--- src/rtl/inst_fetch_if.sv ---
// Purpose: bundles the fetch unit's memory handshake and its IF/ID-facing
//          signals so the fetch unit and its environment connect through
//          one port.
// Signals:
//   stall         : downstream IF/ID cannot accept this cycle
//   branch_flag   : redirect request (flush) to branch_target
//   branch_target : redirect address (low two bits ignored by the fetch unit)
//   inst_req      : instruction-memory request
//   inst_addr     : instruction-memory request address
//   inst_ack      : memory accepted the request; inst_rdata valid this cycle
//   inst_rdata    : fetched instruction word
//   if_pc         : fetch result presented to IF/ID, instruction address
//   if_inst       : fetch result presented to IF/ID, instruction word
//   if_valid      : fetch result presented to IF/ID, valid
// Modports: master = fetch unit, slave = memory/pipeline environment.
interface inst_fetch_if;
  logic        stall;
  logic        branch_flag;
  logic [31:0] branch_target;
  logic        inst_req;
  logic [31:0] inst_addr;
  logic        inst_ack;
  logic [31:0] inst_rdata;
  logic [31:0] if_pc;
  logic [31:0] if_inst;
  logic        if_valid;

  modport master (
    input  stall, branch_flag, branch_target, inst_ack, inst_rdata,
    output inst_req, inst_addr, if_pc, if_inst, if_valid
  );

  modport slave (
    output stall, branch_flag, branch_target, inst_ack, inst_rdata,
    input  inst_req, inst_addr, if_pc, if_inst, if_valid
  );
endinterface

--- src/rtl/inst_fetch.sv ---
// Purpose: instruction fetch stage. Issues one request at a time to
//          instruction memory, holds request/address stable until ack,
//          presents fetched words to IF/ID with a one-entry skid buffer for
//          downstream stalls, and handles branch redirects including
//          redirects that land while a request is still outstanding.
// Ports:
//   clk   : clock, all state updates on the rising edge
//   rst_n : asynchronous active-low reset
//   bus   : inst_fetch_if.master (stall/branch inputs, memory handshake,
//           registered if_pc/if_inst/if_valid outputs)
// Parameter:
//   RESET_PC : first fetch address after reset
module inst_fetch #(
  parameter logic [31:0] RESET_PC = 32'h0000_0000
) (
  input  logic        clk,
  input  logic        rst_n,
  inst_fetch_if.master bus
);
  localparam int unsigned XLEN = 32;

  typedef enum logic [1:0] {S_BOOT, S_IDLE, S_REQ, S_DROP} state_e;

  state_e            r_state, w_state_nxt;
  logic [XLEN-1:0]   r_pc, w_pc_nxt;
  logic [XLEN-1:0]   r_addr, w_addr_nxt;
  logic              r_req, w_req_nxt;
  logic [XLEN-1:0]   r_if_pc, w_if_pc_nxt;
  logic [XLEN-1:0]   r_if_inst, w_if_inst_nxt;
  logic              r_if_valid, w_if_valid_nxt;
  logic [XLEN-1:0]   r_skid_pc, w_skid_pc_nxt;
  logic [XLEN-1:0]   r_skid_inst, w_skid_inst_nxt;
  logic              r_skid_valid, w_skid_valid_nxt;

  logic [XLEN-1:0]   w_target;
  logic [XLEN-1:0]   w_pc_inc;
  logic              w_xfer;
  logic              w_take;

  assign w_target = bus.branch_target & ~XLEN'(3);
  assign w_pc_inc = r_pc + XLEN'(4);
  assign w_xfer   = r_if_valid & ~bus.stall;

  assign bus.inst_req  = r_req;
  assign bus.inst_addr = r_addr;
  assign bus.if_pc     = r_if_pc;
  assign bus.if_inst   = r_if_inst;
  assign bus.if_valid  = r_if_valid;

  // State and datapath registers.
  always_ff @(posedge clk or negedge rst_n) begin
    if (!rst_n) begin
      r_state      <= S_BOOT;
      r_pc         <= RESET_PC;
      r_addr       <= RESET_PC;
      r_req        <= 1'b0;
      r_if_pc      <= '0;
      r_if_inst    <= '0;
      r_if_valid   <= 1'b0;
      r_skid_pc    <= '0;
      r_skid_inst  <= '0;
      r_skid_valid <= 1'b0;
    end else begin
      r_state      <= w_state_nxt;
      r_pc         <= w_pc_nxt;
      r_addr       <= w_addr_nxt;
      r_req        <= w_req_nxt;
      r_if_pc      <= w_if_pc_nxt;
      r_if_inst    <= w_if_inst_nxt;
      r_if_valid   <= w_if_valid_nxt;
      r_skid_pc    <= w_skid_pc_nxt;
      r_skid_inst  <= w_skid_inst_nxt;
      r_skid_valid <= w_skid_valid_nxt;
    end
  end

  // Next-state, request and output/skid update.
  always_comb begin
    w_state_nxt      = r_state;
    w_pc_nxt         = r_pc;
    w_addr_nxt       = r_addr;
    w_if_pc_nxt      = r_if_pc;
    w_if_inst_nxt    = r_if_inst;
    w_if_valid_nxt   = r_if_valid;
    w_skid_pc_nxt    = r_skid_pc;
    w_skid_inst_nxt  = r_skid_inst;
    w_skid_valid_nxt = r_skid_valid;
    w_take           = 1'b0;

    case (r_state)
      S_BOOT: w_state_nxt = S_IDLE;
      // Only start a fetch once the skid has somewhere to drain.
      S_IDLE: begin
        if (!r_skid_valid) begin
          w_state_nxt = S_REQ;
          w_addr_nxt  = r_pc;
        end
      end
      S_REQ: begin
        if (bus.inst_ack) begin
          w_take   = 1'b1;
          w_pc_nxt = w_pc_inc;
          if (!r_if_valid || !bus.stall) begin
            w_addr_nxt = w_pc_inc;
          end else begin
            w_state_nxt = S_IDLE;
          end
        end
      end
      // Abandoned request completes here; its data is thrown away.
      S_DROP: begin
        if (bus.inst_ack) begin
          w_state_nxt = S_REQ;
          w_addr_nxt  = r_pc;
        end
      end
      default: w_state_nxt = S_BOOT;
    endcase

    if (w_take && (!r_if_valid || !bus.stall)) begin
      w_if_pc_nxt    = r_pc;
      w_if_inst_nxt  = bus.inst_rdata;
      w_if_valid_nxt = 1'b1;
    end else if (w_take) begin
      w_skid_pc_nxt    = r_pc;
      w_skid_inst_nxt  = bus.inst_rdata;
      w_skid_valid_nxt = 1'b1;
    end else if (w_xfer) begin
      if (r_skid_valid) begin
        w_if_pc_nxt      = r_skid_pc;
        w_if_inst_nxt    = r_skid_inst;
        w_skid_valid_nxt = 1'b0;
      end else begin
        w_if_valid_nxt = 1'b0;
      end
    end

    // Redirect overrides everything above; an outstanding request without
    // ack must still be completed, so the address is held and we drop it.
    if (bus.branch_flag) begin
      w_pc_nxt         = w_target;
      w_if_pc_nxt      = '0;
      w_if_inst_nxt    = '0;
      w_if_valid_nxt   = 1'b0;
      w_skid_valid_nxt = 1'b0;
      case (r_state)
        S_REQ: begin
          if (bus.inst_ack) begin
            w_state_nxt = S_REQ;
            w_addr_nxt  = w_target;
          end else begin
            w_state_nxt = S_DROP;
            w_addr_nxt  = r_addr;
          end
        end
        S_DROP: begin
          w_state_nxt = S_DROP;
          w_addr_nxt  = r_addr;
        end
        default: begin
          w_state_nxt = S_REQ;
          w_addr_nxt  = w_target;
        end
      endcase
    end

    w_req_nxt = (w_state_nxt == S_REQ) || (w_state_nxt == S_DROP);
  end
endmodule

--- src/flat_wrapper.sv ---
// flat-port wrapper written by rule: the top's interface ports become plain ports
module inst_fetch_flat 
#(
  parameter logic [31:0] RESET_PC = 32'h0000_0000
)
  (clk, rst_n, bus_stall, bus_branch_flag, bus_branch_target, bus_inst_ack, bus_inst_rdata, bus_inst_req, bus_inst_addr, bus_if_pc, bus_if_inst, bus_if_valid);
  inst_fetch_if bus_i ();
  input  logic clk;
  input  logic rst_n;
  input wire logic [$bits(bus_i.stall)-1:0] bus_stall;
  input wire logic [$bits(bus_i.branch_flag)-1:0] bus_branch_flag;
  input wire logic [$bits(bus_i.branch_target)-1:0] bus_branch_target;
  input wire logic [$bits(bus_i.inst_ack)-1:0] bus_inst_ack;
  input wire logic [$bits(bus_i.inst_rdata)-1:0] bus_inst_rdata;
  output wire logic [$bits(bus_i.inst_req)-1:0] bus_inst_req;
  output wire logic [$bits(bus_i.inst_addr)-1:0] bus_inst_addr;
  output wire logic [$bits(bus_i.if_pc)-1:0] bus_if_pc;
  output wire logic [$bits(bus_i.if_inst)-1:0] bus_if_inst;
  output wire logic [$bits(bus_i.if_valid)-1:0] bus_if_valid;
  assign bus_i.stall = bus_stall;
  assign bus_i.branch_flag = bus_branch_flag;
  assign bus_i.branch_target = bus_branch_target;
  assign bus_i.inst_ack = bus_inst_ack;
  assign bus_i.inst_rdata = bus_inst_rdata;
  assign bus_inst_req = bus_i.inst_req;
  assign bus_inst_addr = bus_i.inst_addr;
  assign bus_if_pc = bus_i.if_pc;
  assign bus_if_inst = bus_i.if_inst;
  assign bus_if_valid = bus_i.if_valid;
  inst_fetch #(.RESET_PC(RESET_PC)) u_core (.clk(clk), .rst_n(rst_n), .bus(bus_i));
endmodule
--- config.mk ---
export PLATFORM = sky130hd
export DESIGN_NAME = inst_fetch_flat
export DESIGN_NICKNAME = d
export VERILOG_FILES = /design/src/rtl/inst_fetch_if.sv /design/src/rtl/inst_fetch.sv /design/src/flat_wrapper.sv
export SDC_FILE = /design/constraint.sdc
export NUM_CORES = 1
export LEC_CHECK = 0
export ABC_AREA = 1
export CORE_UTILIZATION = 53
export CTS_CLUSTER_DIAMETER = 60
export DETAILED_ROUTE_END_ITERATION = 7
export GPL_ROUTABILITY_DRIVEN = 0
export PLACE_DENSITY = 0.88
export SLEW_MARGIN = 15
export SYNTH_ARGS = -nofsm -noshare
export SYNTH_HDL_FRONTEND = slang
export SYNTH_SLANG_ARGS = --single-unit
--- constraint.sdc ---
create_clock -name clk -period 2.3 [get_ports clk]
set_input_delay 0.23 -clock clk [delete_from_list [all_inputs] [get_ports clk]]
set_output_delay 0.23 -clock clk [all_outputs]
set_load 0.01 [all_outputs]
==> results of run 1 <==
[per-layer routing]
metal	up-vias	share of wire, %
met2	415	47
met1	4206	42
met3	69	6.7
met5	-	0
met4	0	3.8
li1	4289	-
[cells in the mapped netlist]
| cell | n |
|---|---|
| nand2_1 | 376 |
| dfrtp_1 | 191 |
| inv_1 | 139 |
| o21ai_0 | 137 |
| nor2_1 | 78 |
| a21oi_1 | 57 |
| o22ai_1 | 54 |
| nand3_1 | 43 |
| clkbuf_1 | 35 |
| o211ai_1 | 27 |
| buf_2 | 20 |
| a21boi_0 | 17 |
| o21a_1 | 16 |
| buf_1 | 11 |
| xor2_1 | 6 |
| buf_4 | 5 |
| o221ai_1 | 5 |
| nor2_2 | 4 |
| and2_1 | 3 |
| nor2_4 | 3 |
| inv_2 | 2 |
| nand2_2 | 2 |
| nand3b_1 | 2 |
| o21ai_1 | 2 |
| a22oi_1 | 1 |
| buf_6 | 1 |
| ha_1 | 1 |
| nand3_2 | 1 |
| o21ai_2 | 1 |
[timing repair]
action	in CTS	in global routing
hold endpoints to repair	52	0
hold buffers	1	0
buffers inserted	0	0
[cells by family (layout without fill, tap and decap cells)]
family / after synthesis / count (layout)
AOI/OAI and AO/OA: 317 / 317
DFF: 191 / 191
xor gates and xnor gates: 6 / 6
and+or+nand+nor: 512 / 512
adders and majority gates: 1 / 1
buffers and inverters: 213 / 360
[worst max-delay path: stages, from the launching register on]
cell      delay [ns]
dfrtp_1         0.43
ha_1            0.23
nand2_1         0.08
nor2_1          0.21
nand2_1         0.22
nor2_1          0.45
nand2_1         0.11
nand2_1         0.10
nand2_1         0.06
nand2_1         0.06
o211ai_1        0.08
[flip-flops by register name, indices dropped and copies added (netlist names)]
register and flops:
u_core.bus.if_inst 32, u_core.bus.if_pc 31, u_core.bus.if_valid 1, u_core.bus.inst_addr 31, u_core.bus.inst_req 1, u_core.r_pc 30, u_core.r_skid_inst 32, u_core.r_skid_pc 30
u_core.r_skid_valid 1, u_core.r_state 2
[layout make-up]
class	count	area, um^2	share of cell area (%)
flip-flops and latches	191	4780	39.68
multi-input cells	836	3959	32.87
repair buffers	189	1931	16.03
inverters	141	529.3	4.394
clock buffers	18	429.2	3.563
well taps	225	281.5	2.337
clock inverters	12	136.4	1.132
[path summary, 6_finish.rpt]
| path | cells after the start | to | slack, ns |
|---|---|---|---|
| setup / recovery | 10 | u_core.r_pc[28] | 0.12 |
| hold / removal | 2 | u_core.r_state[0] | 0.15 |
| setup reg to reg | 10 | u_core.r_pc[28] | 0.12 |
| hold reg to reg | 2 | u_core.r_skid_inst[22] | 0.49 |
| max in group asynchronous | 3 | u_core.bus.inst_addr[26] | 1.28 |
| min in group asynchronous | 2 | u_core.bus.if_inst[5] | 0.33 |
[through the flow]
stage	std cells	util (%)
2_1_floorplan	1240	-
3_5_place_dp	1581	65.63
5_1_grt	1612	68.92
6_report	1612	68.92
4_1_cts	1612	68.92
3_3_place_gp	1581	65.63
[power groups by stage]
stage / Clock (mW) / Combinational [mW] / Sequential (mW)
4_1_cts: 2.92 / 2.55 / 4.41
5_1_grt: 3.05 / 2.82 / 4.49
3_5_place_dp: 0 / 2.54 / 4.46
3_3_place_gp: 0 / 2.45 / 4.44
2_1_floorplan: 0 / 1.21 / 4.52
6_report: 2.88 / 2.54 / 4.42
==> metrics.md, run 1 <==
| Metric | Value |
|---|---|
| Setup TNS Final | `0 ns` |
| Post-synthesis simple-gate area fraction | `21.28%` |
| Post-CTS sizing | `0` |
| Leakage | `5.601 nW` |
| Overall Global Routing Usage | `29.24%` |
| DRC | `0` |
| Antenna fix cells | `0` |
| Row cnt | `48` |
| Fin crit share | `94.98%` |
| Synth Area in Compound Gates | `19.14%` |
| Post-DP Area | `11470 um^2` |
| Fin. max-slew vios | `0` |
| Core area | `17480 um^2` |
| XOR/XNOR Fraction of Synth Area | `0.5497%` |
| Total routed wirelength | `25870 um` |
| Switch Pwr | `3.045 mW` |
| Iteration-0 DRC count of the detailed router | `983` |
| Worst-Margin Slew | `0.6167 ns` |
| Power per Cell Area | `817.4 nW/um^2` |
| H-tree Lvls | `4` |
| Startpoint Class | `flop` |
| Critical setup path kind | `reg -> reg` |
| FMAX | `0.4578 GHz` |
| Largest net degree at the start of global routing | `65` |
| Vias in the first global route | `8659` |
| Post-DP HPWL | `17360 um` |
| Fin nets | `1446` |
| CTS Buf Count | `17` |
| Leading area contributor after synthesis | `dfrtp_1` |
| Met3 GRT Util | `4.251%` |
| Die height | `136.3 um` |
| Mux cell area share after synthesis | `0%` |
| Worst path arrival time | `2.47 ns` |
| Post-synth cell types | `29` |
| Clk_lat worst skew | `0.43 ns` |
| Grt peak-use layer | `met2` |
| Req. time, crit path | `2.59 ns` |
| FF+latch count, synth | `191` |
| Final hold vios | `0` |
| Sw frac | `30.93%` |
| Clock Path Buffers | `2` |
| CTS Sinks | `191` |
| Clock-pin transition on the worst setup and hold timing paths | `0.07 ns` |
| Worst r2r src | `u_core.r_pc[3]` |
| Pre-CTS setup slack | `0.06373 ns` |
| Setup repair after global routing missed its margin | `false` |
| Relative slew slack | `58.89%` |
| Setup ws final | `0.1155 ns` |
| Sequential Power Share | `44.9%` |
| Synth warn | `0` |
| CTS tree | `yes` |
| Drt first pass iters | `5` |
| Post-Route Skew | `0.009614 ns` |
| Share of cells above drive strength 1 | `4.975%` |
| Critical path origin | `u_core.r_pc[3]` |
| Hold/Removal Path Class | `in -> reg` |
| Main combinational cell family by area after synthesis | `simple AND/OR/NAND/NOR gates` |
| Main area contributors after synthesis | `dfrtp_1 50%, nand2_1 15%, o21ai_0 7.2%` |
| Antenna violations before repair | `0` |
| Initial Utilization | `54.70%` |
| Fill count | `1384` |
| Vias per Instance | `5.570` |
| GR Layer Usage met1 | `38.82%` |
| Max_cap viols | `0` |
| Post-Synth Adder-Cell Area | `0.1309%` |
| Outcome | `complete, no violations` |
| Root buffer cell | `clkbuf_16` |
| Total power | `9.846 mW` |
| Count of final setup violators | `0` |
| Sequential share of the synthesized area | `50.00%` |
| Antenna Nets Post-Route | `0` |
| Worst hold start | `bus_branch_flag` |
| I/O Buffers | `164` |
| Commonest non-fill, non-tap cell in the layout | `nand2_1` |
| Vias | `8979` |
| First-pass GRT wire length | `42630 um` |
| Post-layout instance area | `12050 um^2` |
| Met2 usage | `46.76%` |
| Clk pwr share | `29.3%` |
| Post-Syn Nets | `1310` |
| Post-Synthesis Cell Area | `9559 um^2` |
| GRT overflow | `0` |
| Final Critical Period | `2.184 ns` |
| Power Internal | `6.801 mW` |
| WL/cell | `16.05 um` |
| CP Max Fanout | `6` |
| Layout area overhead | `26.01%` |
| Logic pwr share | `25.8%` |
| Share of the synthesized area in the top cell type | `50.00%` |
| Die area | `18580 um^2` |
| Syn_area_per_cell | `7.709 um^2` |
| Cells after synthesis | `1240` |
| Num ports | `167` |
| Setup crit end kind | `flop` |
| Most frequent cells in the layout | `376 x nand2_1, 191 x dfrtp_1, 162 x clkdlybuf4s50_1` |
| Worst hold slack | `0.1509 ns` |
| Chip Width | `136.3 um` |
| Maximum vdd drop | `0.0005974 V` |
No activity file was read; power rests on OpenSTA's default activity.
==> run 2: changes to the inputs <==
--- a/config.mk
+++ b/config.mk
@@ -6,8 +6,8 @@
 export NUM_CORES = 1
 export LEC_CHECK = 0
 export ABC_AREA = 1
+export CORE_MARGIN = 3
 export CORE_UTILIZATION = 53
-export CTS_CLUSTER_DIAMETER = 60
 export DETAILED_ROUTE_END_ITERATION = 7
 export GPL_ROUTABILITY_DRIVEN = 0
 export PLACE_DENSITY = 0.88
==> metrics.md, run 2 (synthesized netlist as in run 1, its figures left out) <==
| Metric | Value |
|---|---|
| Outcome | `complete, no violations` |
| Clock-pin transition on the worst setup and hold timing paths | `0.07 ns` |
| Cells on worst reg2reg path | `10` |
| Clk_lat worst skew | `0.43 ns` |
| Clock Path Buffers | `2` |
| Worst path arrival time | `2.34 ns` |
| Clk pwr share | `28.7%` |
| CP Max Fanout | `6` |
| Finished Layout Cells | `1620` |
| CP Cell Sequence | `ha_1 -> nand2_1 -> nor2_1 -> nand2_1 -> nor2_2 -> nand2_1 -> nand2_1 -> nand2_1 -> nand2_1 -> o211ai_1` |
| Setup ws final | `0.2397 ns` |
| Share of cells above drive strength 1 | `5.376%` |
| Relative slew slack | `33.71%` |
| Largest net degree at the start of global routing | `65` |
| Post-layout instance area | `12090 um^2` |
| Post-DP HPWL | `18330 um` |
| Critical path origin | `u_core.r_pc[3]` |
| Antenna fix cells | `0` |
| Row cnt | `48` |
| I/O Buffers | `164` |
| Worst hold start | `bus_branch_flag` |
| Grt peak-use layer | `met2` |
| GRT overflow | `0` |
| Sequential Power Share | `45.1%` |
| CTS tree | `yes` |
| Iteration-0 DRC count of the detailed router | `1022` |
| Setup crit end kind | `flop` |
| Worst-Margin Slew | `0.9932 ns` |
| Sw frac | `31.04%` |
| Die area | `19680 um^2` |
| Slowest-stage cell, CP | `dfrtp_1` |
| Worst hold slack | `0.1599 ns` |
| Maximum vdd drop | `0.0006199 V` |
| Antenna Nets Post-Route | `0` |
| Hold depth | `2` |
| Pre-CTS setup slack | `0.1026 ns` |
| Vias in the first global route | `8634` |
| CTS Buf Count | `17` |
| Hold/Removal Path Class | `in -> reg` |
| Met2 usage | `43.60%` |
| Worst r2r src | `u_core.r_pc[3]` |
| Top cell by count, worst path | `nand2_1` |
| Fin nets | `1453` |
| Postcts setup bufs | `0` |
| H-tree Lvls | `4` |
| Die height | `140.3 um` |
| Fill count | `1299` |
| Startpoint Class | `flop` |
| Max_cap viols | `0` |
| GR Layer Usage met1 | `37.11%` |
| Final hold vios | `0` |
| Power per Cell Area | `811.3 nW/um^2` |
| Core area | `17480 um^2` |
| Initial Utilization | `54.70%` |
| Commonest non-fill, non-tap cell in the layout | `nand2_1` |
| FMAX | `0.4854 GHz` |
| Drt first pass iters | `7` |
| Critical setup path kind | `reg -> reg` |
| Fin crit share | `89.58%` |
| Post-DP Area | `11520 um^2` |
| DRC | `0` |
| Fin. max-slew vios | `0` |
| Final Critical Period | `2.060 ns` |
| Num ports | `167` |
| Setup TNS Final | `0 ns` |
| Req. time, crit path | `2.58 ns` |
| Logic pwr share | `26.3%` |
| Final core occ | `69.16%` |
| Met3 GRT Util | `4.404%` |
| Setup repair after global routing missed its margin | `false` |
| Placed Instances | `1588` |
| Count of final setup violators | `0` |
| Vias per Instance | `5.626` |
| Root buffer cell | `clkbuf_16` |
| Most frequent cells in the layout | `376 x nand2_1, 191 x dfrtp_1, 162 x clkdlybuf4s50_1` |
| Total power | `9.806 mW` |
| First-pass GRT wire length | `43760 um` |
| Vias | `9114` |
| Leakage | `5.626 nW` |
| Layout area overhead | `26.44%` |
| Chip Width | `140.3 um` |
| Overall Global Routing Usage | `27.21%` |
| Total routed wirelength | `26690 um` |
| Post-Route Skew | `0.009834 ns` |
| WL/cell | `16.48 um` |
| Antenna violations before repair | `0` |
| Power Internal | `6.763 mW` |
| CTS Sinks | `191` |
| Switch Pwr | `3.043 mW` |
| CP max stage delay | `0.40 ns` |
## run 2: cell type report
type / instances / area [um^2] / share of cell area [%]
clock buffers: 23 / 467.9 / 3.872
clock inverters: 8 / 83.83 / 0.6936
inverters: 141 / 529.3 / 4.379
multi-input cells: 836 / 3961 / 32.77
flip-flops and latches: 191 / 4780 / 39.54
well taps: 225 / 281.5 / 2.329
repair buffers: 196 / 1983 / 16.41
## run 2: routing by layer
layer / vias up / routed length, um
met4: 0 / 907
met3: 69 / 2113
li1: 4314 / -
met5: - / 0
met1: 4284 / 10710
met2: 447 / 12960
## run 2: what timing repair did
item                                    4_1_cts  5_1_grt
hold endpoints to repair                     57        0
resized for setup                             0        1
endpoints found under the setup margin        0        5
hold buffers                                  1        0
## run 2: worst max-delay path, delay by kind of cell (launching register included)
kind	cells	cell delay (ns)
fa+ha+maj	1	0.22
simple gates	8	1.19
compound gates	1	0.09
flops	1	0.40
## run 2: power groups by stage
stage / clock network, mW / registers (mW) / logic [mW]
6_report: 2.81 / 4.42 / 2.57
5_1_grt: 2.98 / 4.50 / 2.85
4_1_cts: 2.83 / 4.41 / 2.59
3_5_place_dp: 0 / 4.46 / 2.57
3_3_place_gp: 0 / 4.44 / 2.47
2_1_floorplan: 0 / 4.52 / 1.21
## run 2: final timing paths
path,endpoint,slack (ns)
setup / recovery,u_core.r_pc[28],0.24
hold / removal,u_core.r_state[0],0.16
setup reg to reg,u_core.r_pc[28],0.24
hold reg to reg,u_core.r_skid_pc[26],0.49
max in group asynchronous,u_core.bus.inst_addr[29],1.19
min in group asynchronous,u_core.r_skid_inst[6],0.36
==> run 3: changes to the inputs <==
--- a/config.mk
+++ b/config.mk
@@ -6,7 +6,8 @@
 export NUM_CORES = 1
 export LEC_CHECK = 0
 export ABC_AREA = 1
-export CORE_MARGIN = 3
+export ABC_CLOCK_PERIOD_IN_PS = 2300
+export CORE_MARGIN = 1.5
 export CORE_UTILIZATION = 53
 export DETAILED_ROUTE_END_ITERATION = 7
 export GPL_ROUTABILITY_DRIVEN = 0
==> metrics.md, run 3 (synthesized netlist as in run 1, its figures left out) <==
| Metric | Value |
|---|---|
| Worst path arrival time | `2.34 ns` |
| Row cnt | `48` |
| Antenna violations before repair | `0` |
| FMAX | `0.4893 GHz` |
| Cells on worst reg2reg path | `10` |
| Reg2reg end | `u_core.r_pc[28]` |
| Power per Cell Area | `838.4 nW/um^2` |
| Maximum vdd drop | `0.0006255 V` |
| Final hold vios | `0` |
| Die height | `137.3 um` |
| Clock-pin transition on the worst setup and hold timing paths | `0.07 ns` |
| Largest net degree at the start of global routing | `65` |
| Clk_lat worst skew | `0.44 ns` |
| Overall Global Routing Usage | `29.38%` |
| Startpoint Class | `flop` |
| Outcome | `complete, no violations` |
| Count of final setup violators | `0` |
| CP Cell Sequence | `ha_1 -> nand2_1 -> nor2_1 -> nand2_1 -> nor2_2 -> nand2_1 -> nand2_1 -> nand2_1 -> nand2_1 -> o211ai_1` |
| CP Max Fanout | `6` |
| Root buffer cell | `clkbuf_16` |
| CTS tree | `yes` |
| Critical path endpoint | `u_core.r_pc[28]` |
| Vias | `9134` |
| Placed Instances | `1584` |
| Antenna fix cells | `0` |
| Top cell by count, worst path | `nand2_1` |
| Critical path depth in cells | `10` |
| Vias per Instance | `5.656` |
| Hold/Removal Path Class | `in -> reg` |
| Fin nets | `1449` |
| Setup TNS Final | `0 ns` |
| Total routed wirelength | `26810 um` |
| I/O Buffers | `164` |
| Setup repair after global routing missed its margin | `false` |
| Delay-heaviest family, CP | `simple AND/OR/NAND/NOR gates` |
| Max_cap viols | `0` |
| Reg-to-reg slack, setup | `0.26 ns` |
| Postcts setup bufs | `0` |
| First-pass GRT wire length | `43240 um` |
| Worst path buffer plus inverter count | `0` |
| Vias in the first global route | `8773` |
| Post-DP HPWL | `17830 um` |
| CTS Sinks | `191` |
| Core area | `17480 um^2` |
| Fin. max-slew vios | `0` |
| Critical setup path kind | `reg -> reg` |
| Most frequent cells in the layout | `376 x nand2_1, 191 x dfrtp_1, 162 x clkdlybuf4s50_1` |
| Post-Route Skew | `0.007282 ns` |
| Relative slew slack | `56.96%` |
| Drt first pass iters | `8` |
| Finished Layout Cells | `1615` |
| Worst r2r src | `u_core.r_pc[3]` |
| Chip Width | `137.3 um` |
| Die area | `18850 um^2` |
| Req. time, crit path | `2.60 ns` |
| Antenna Nets Post-Route | `0` |
| Initial Utilization | `54.70%` |
| DRC | `0` |
| Fin crit share | `88.87%` |
| Slowest-stage cell, CP | `dfrtp_1` |
| CP max stage delay | `0.40 ns` |
| Critical path origin | `u_core.r_pc[3]` |
| Share of cells above drive strength 1 | `5.252%` |
| Leakage | `5.652 nW` |
| CTS Buf Count | `17` |
| Worst-Margin Slew | `0.6456 ns` |
| H-tree Lvls | `4` |
| WL/cell | `16.60 um` |
| Commonest non-fill, non-tap cell in the layout | `nand2_1` |
| Fill count | `1327` |
| Layout area overhead | `26.91%` |
| Iteration-0 DRC count of the detailed router | `1054` |
| Clock Path Buffers | `2` |
| Num ports | `167` |
| GRT overflow | `0` |
| Final Critical Period | `2.044 ns` |
| Setup crit end kind | `flop` |
run 3: power by group:
part / switching [mW] / leakage (nW) / internal, mW
clock: 1.27 / 0.310 / 1.90
combinational: 1.38 / 2.91 / 1.20
sequential: 0.413 / 2.43 / 4.01
run 3: through the flow:
step                hold WS (ns)  utilization (%)  cell area (um^2)  setup WS [ns]  total power [mW]
floorplan               -0.06559                -              9559         0.7121             5.730
global route              0.1550            69.42             12130         0.1177             10.69
global placement          0.2232            65.76             11490         0.1329             6.898
CTS                       0.1552            69.40             12130         0.2385             10.18
finish                    0.1652            69.42             12130         0.2561             10.17
detailed placement        0.2345            65.76             11490        0.03899             7.013
run 3: cell type report:
cell class                 instances  area [um^2]  area share (%)
multi-input combinational        836         3961           32.65
clock inverter                     9        156.4           1.289
tap                              225        281.5           2.321
inverter                         141        529.3           4.363
clock buffer                      21        470.5           3.878
sequential                       191         4780           39.40
timing repair buffer             192         1953           16.10
run 3: worst min path at each step:
stage	start	endpoint	cells past startpoint
floorplan	rst_n	u_core.bus.if_inst[0]	0
global placement	rst_n	u_core.r_skid_inst[4]	1
detailed placement	rst_n	u_core.bus.if_inst[4]	1
CTS	bus_branch_flag	u_core.r_state[0]	2
global route	bus_branch_flag	u_core.r_state[0]	2
finish	bus_branch_flag	u_core.r_state[0]	2
run 3: layer usage:
metal | vias up | routed length, um | track usage [%]
met5 | - | 0 | 0
met4 | 0 | 1302 | 15.79
met3 | 94 | 1873 | 5.224
met2 | 438 | 12570 | 46.18
met1 | 4309 | 11060 | 38.93
li1 | 4293 | - | -
run 3: what timing repair did:
item	CTS	global route
hold buffers	1	0
hold endpoints to repair	52	0
gates resized for setup	0	1
endpoints found under the setup margin	0	3
